==> config.mk <==
export PLATFORM = sky130hd
export DESIGN_NAME = divider_8bit
export DESIGN_NICKNAME = d
export VERILOG_FILES = /design/src/rtl/divider_8bit.sv
export SDC_FILE = /design/constraint.sdc
export NUM_CORES = 1
export LEC_CHECK = 0
export ABC_AREA = 0
export BUFFER_PORTS_ARGS = -buffer_cell sky130_fd_sc_hd__buf_2
export CORE_MARGIN = 4
export CORE_UTILIZATION = 45
export CTS_BUF_LIST = sky130_fd_sc_hd__clkbuf_4 sky130_fd_sc_hd__clkbuf_8 sky130_fd_sc_hd__clkbuf_16
export DETAILED_ROUTE_END_ITERATION = 10
export PLACE_DENSITY = 0.64
export RECOVER_POWER = 100
export SYNTH_ARGS = -nofsm -noshare
export SYNTH_HDL_FRONTEND = slang
export SYNTH_SLANG_ARGS = --single-unit
export TNS_END_PERCENT = 30
==> constraint.sdc <==
create_clock -name clk -period 3.91 [get_ports clk]
set_clock_uncertainty 0.15 [all_clocks]
set_input_delay 0.1955 -clock clk [delete_from_list [all_inputs] [get_ports clk]]
set_output_delay 0.1955 -clock clk [all_outputs]
set_load 0.05 [all_outputs]
==> src/rtl/divider_8bit.sv <==
// divider_8bit: sequential restoring divider, one shift-subtract-restore step
// per clock. Returns quotient/remainder with a one-cycle done pulse.
// Optional macro DIVIDER_SIGNED_EN: two's complement operands, sign fix-up
// applied when results are loaded, and ovf flags the -128 / -1 case.
module divider_8bit #(
  parameter int WIDTH = 8
) (
  input  logic             clk,
  input  logic             reset,
  input  logic             start,
  input  logic [WIDTH-1:0] dividend,
  input  logic [WIDTH-1:0] divisor,
  output logic [WIDTH-1:0] quotient,
  output logic [WIDTH-1:0] remainder,
  output logic             busy,
  output logic             done,
  output logic             div0,
  output logic             ovf
);

  localparam int CW = $clog2(WIDTH);

  typedef enum logic [1:0] {IDLE, RUN, DONE} state_t;

  state_t state, state_next;

  logic [WIDTH:0]   rem;
  logic [WIDTH-1:0] q;
  logic [WIDTH-1:0] d;
  logic [CW-1:0]    count;

  logic             accept;
  logic             is_zero;
  logic             last;
  logic [WIDTH:0]   shifted;
  logic [WIDTH:0]   trial;
  logic [WIDTH:0]   rem_next;
  logic [WIDTH-1:0] q_next;
  logic [WIDTH-1:0] op_a;
  logic [WIDTH-1:0] op_b;
  logic [WIDTH-1:0] q_final;
  logic [WIDTH-1:0] r_final;

  // The guard bit of rem is always zero between steps; it is never read back.
  logic unused_guard;
  assign unused_guard = rem[WIDTH];

  assign accept  = start && ((state == IDLE) || (state == DONE));
  assign is_zero = (divisor == '0);
  assign last    = (count == CW'(WIDTH - 1));

  // One restoring step: shift in the next dividend bit, try the subtract,
  // keep it when no borrow, otherwise restore the shifted value.
  always_comb begin
    shifted  = {rem[WIDTH-1:0], q[WIDTH-1]};
    trial    = shifted - {1'b0, d};
    rem_next = shifted;
    q_next   = {q[WIDTH-2:0], 1'b0};
    if (!trial[WIDTH]) begin
      rem_next = trial;
      q_next   = {q[WIDTH-2:0], 1'b1};
    end
  end

`ifdef DIVIDER_SIGNED_EN
  logic sign_q;
  logic sign_r;
  logic ovf_pend;
  logic ovf_reg;

  assign op_a    = dividend[WIDTH-1] ? -dividend : dividend;
  assign op_b    = divisor[WIDTH-1]  ? -divisor  : divisor;
  assign q_final = sign_q ? -q_next : q_next;
  assign r_final = sign_r ? -rem_next[WIDTH-1:0] : rem_next[WIDTH-1:0];
  assign ovf     = ovf_reg;

  // Remember operand signs and the most-negative / -1 case for the fix-up.
  always_ff @(posedge clk or negedge reset) begin
    if (!reset) begin
      sign_q   <= 1'b0;
      sign_r   <= 1'b0;
      ovf_pend <= 1'b0;
      ovf_reg  <= 1'b0;
    end else if (accept) begin
      sign_q   <= dividend[WIDTH-1] ^ divisor[WIDTH-1];
      sign_r   <= dividend[WIDTH-1];
      ovf_pend <= (dividend == {1'b1, {(WIDTH-1){1'b0}}}) && (divisor == '1);
      ovf_reg  <= 1'b0;
    end else if ((state == RUN) && last) begin
      ovf_reg  <= ovf_pend;
    end
  end
`else
  assign op_a    = dividend;
  assign op_b    = divisor;
  assign q_final = q_next;
  assign r_final = rem_next[WIDTH-1:0];
  assign ovf     = 1'b0;
`endif

  // State register.
  always_ff @(posedge clk or negedge reset) begin
    if (!reset) state <= IDLE;
    else        state <= state_next;
  end

  // Next-state and status decode; a zero divisor skips straight to DONE.
  always_comb begin
    state_next = state;
    busy       = (state == RUN);
    done       = (state == DONE);
    case (state)
      IDLE, DONE: begin
        if (start) state_next = is_zero ? DONE : RUN;
        else       state_next = IDLE;
      end
      RUN:     if (last) state_next = DONE;
      default: state_next = IDLE;
    endcase
  end

  // Datapath: load on accepted start, step while running, publish results
  // only on the final step so outputs stay stable during RUN.
  always_ff @(posedge clk or negedge reset) begin
    if (!reset) begin
      rem       <= '0;
      q         <= '0;
      d         <= '0;
      count     <= '0;
      quotient  <= '0;
      remainder <= '0;
      div0      <= 1'b0;
    end else if (accept) begin
      if (is_zero) begin
        quotient  <= '1;
        remainder <= dividend;
        div0      <= 1'b1;
      end else begin
        rem   <= '0;
        q     <= op_a;
        d     <= op_b;
        count <= '0;
        div0  <= 1'b0;
      end
    end else if (state == RUN) begin
      rem   <= rem_next;
      q     <= q_next;
      count <= count + CW'(1);
      if (last) begin
        quotient  <= q_final;
        remainder <= r_final;
      end
    end
  end

endmodule

==> results.md <==
- Syn nets: 292
- Die Ht: 81.52 um
- Post_cts resized: 0
- Avg Synthesized Cell Area: 9.284 um2
- Final hold violations: 0
- Post-synth top area cell: dfrtp_1
- Mapped cell area: approximately 2400 um2
- Post-route cell area: 2865 um2
- Vias in the first global route: a little over 2000
- Area growth syn-to-layout: 17.80%
- Clock transition at the registers of the reported paths: 0.10 ns
- Commonest non-fill, non-tap cell in the layout: nand2_1
- Die W: 81.52 um
- CP startpoint kind: flip-flop
- WHS Path Cells: 3
- Vias per cell: 5.449
- Clock root buffer: clkbuf_8
- Pre-Repair DR Iteration Count: 4
- Ys async rst share: 100.0%
- DRT Wirelength: 5.959 mm
- Gate count of the mapped netlist: 262
- Insertion delay to the later sink of the worst-skew pair: approximately 0.31 ns
- R2R Setup Slk: 0.78 ns
- Main area contributors after synthesis: dfrtp_1, nand2_1, ha_1
- Worst r2r src: q[7]
- Sequential area share after synthesis: 47.33%
- WL/cell: around 16 um
- Max clock buf depth: 2
- Antenna-violating nets left: 0
- Fill cells: just over 500
- H-tree depth: 2
- Final core utilization: approximately 55%
- Initial Util: approximately 47%
- Worst R2R End: remainder[0]
- Crit end category: flip-flop
- Crit path required time: between 3 and 4 ns
- Slew Limit Fails: 47
- Number of synthesis warnings: 0
- Post-layout minimum cycle time: 3.126 ns
- Synth Register Bits: 46
- Cts bufs inserted: 5
- Initial detailed-routing violation count: 155
- CP Max Fanout: 15
- Worst slew pin tran: 2.511 ns
- Input/output buffers: 37
- Yosys top cell area share: about 47%
- RSZ-0062 raised after global routing: no
- Worst R2R Path Depth: 9
- Fmax: 319.9 MHz
- Overall via count from detail_route: 2076
- Initial antenna violation count: 0
- Leading cell types in the layout, fill and taps excluded: nand2_1, dfrtp_1, o21ai_0, clkbuf_1, nor2_1
- Fraction of layout instances using a drive strength above 1: 9.003%
- Synth Flop Type: dfrtp_1
- Hold path startpoint: dividend[3]
- CTS tree: done
- Clk sinks: 46
- DP Area: 2666 um2
- Row count: 26
- Worst hold endpoint: q[3]
- Nets@finish: 340
- Unique masters post-synth: 47
- GR Overflow Total: 0
- Slew margin rel.: -67.39%
- Post-synth EDFFs: 0
- IO Count: 39
- Max cap viols: 1
- GPL Wtd Cong: about 0.80
- HP Class: in2reg
- Die area: 6646 um2
- Pin count of the biggest net entering global routing: 47
- Core box area: approximately 5200 um2
- Ant diodes: 0
- Global Route Usage Sum: about 20%
- DP Wirelength: 4.174 mm
- Setup CP Type: reg2reg
- Drt drc: 0
- Failing checks: max-capacitance violations, max-slew violations
- Worst EP arrival: 3.18 ns
- First-pass GRT wire length: 10.18 mm
- Status: complete, but fails checks
- Setup TNS: 0 ns
- Setup Viol. Count Final: 0
- Final period util: 79.94%
[worst max-delay path, cell delays in order (launching register included)]
cell      delay [ns]
dfrtp_1         0.39
inv_1           0.08
ha_1            0.17
inv_1           0.06
fa_1            0.40
a211oi_1        0.40
o211ai_1        0.16
a221o_1         0.58
mux2_1          0.44
o21ai_0         0.20
[cell families (layout without fill, tap and decap cells)]
family	count (synthesis)	after routing	share of synthesized area, %
buffers and inverters	24	73	4.218
other	1	1	0.1542
and+or+nand+nor	90	90	16.77
AOI/OAI and AO/OA	78	78	20.37
DFF	46	46	47.32
xor gates and xnor gates	4	4	1.440
muxes	8	8	3.755
adders and majority gates	11	11	5.967
[worst max-delay path by stage]
stage          slack, ns  start            to
2_1_floorplan       1.34   q[7]  remainder[5]
3_3_place_gp        1.22   q[7]        rem[0]
3_5_place_dp        1.12   q[7]        rem[0]
4_1_cts             1.11   q[7]        rem[0]
5_1_grt             0.53   q[7]  remainder[0]
6_report            0.78   q[7]  remainder[0]
[per-layer routing]
metal / track usage (%) / routed length [um] / part of all wire, % / vias up
met4: 6.926 / 59 / 0.99 / 0
met1: 28.57 / 2784 / 47 / 991
met2: 31.60 / 2775 / 47 / 62
met5: 0 / 0 / 0 / -
met3: 3.070 / 339 / 5.7 / 7
li1: - / - / - / 1016
[flip-flops by register name, summed over array words and instances, names as in the netlist]
signal	cells
d	8
q	8
quotient	8
rem	8
remainder	8
count	3
state	2
div0	1
[Yosys cell counts (3+ instances only)]
cell type	number
o211ai_1	9
o21ai_1	7
nor2_1	17
dfrtp_1	46
nand3_1	3
xor2_1	4
a31oi_1	8
a21oi_1	14
inv_1	10
and3_1	6
mux2i_1	5
clkbuf_1	9
ha_1	10
nor2b_1	3
o22ai_1	4
nand2b_1	3
o21ai_0	19
nand2_1	49
[cell type report]
type                            instances  area [um2]  share of cell area [%]
Clock buffer                            5       68.82                   2.402
Multi-Input combinational cell        192        1159                   40.44
Inverter                               11       41.29                   1.441
Tap cell                               70       87.58                   3.057
Sequential cell                        46        1151                   40.17
Timing Repair Buffer                   54       314.1                   10.96
Clock inverter                          3       43.79                   1.528
[per-stage QoR]
step	std cells	hold slack, ns	setup slack (ns)
after detailed placement	359	0.2863	1.118
final	381	0.002369	0.7843
after CTS	381	0.001383	1.110
after global placement	359	0.2745	1.222
after floorplan	262	-0.2501	1.336
after global routing	381	0.02538	0.5291
[timing repair]
| action | in CTS | in global routing |
|---|---|---|
| hold endpoints to repair | 60 | 0 |
| hold buffers | 14 | 0 |
| setup endpoints to repair | 0 | 0 |
| setup buffers | 0 | 0 |
Power is not shown: default switching activity piles up to over one toggle a cycle in this logic, so the estimate is an artifact.
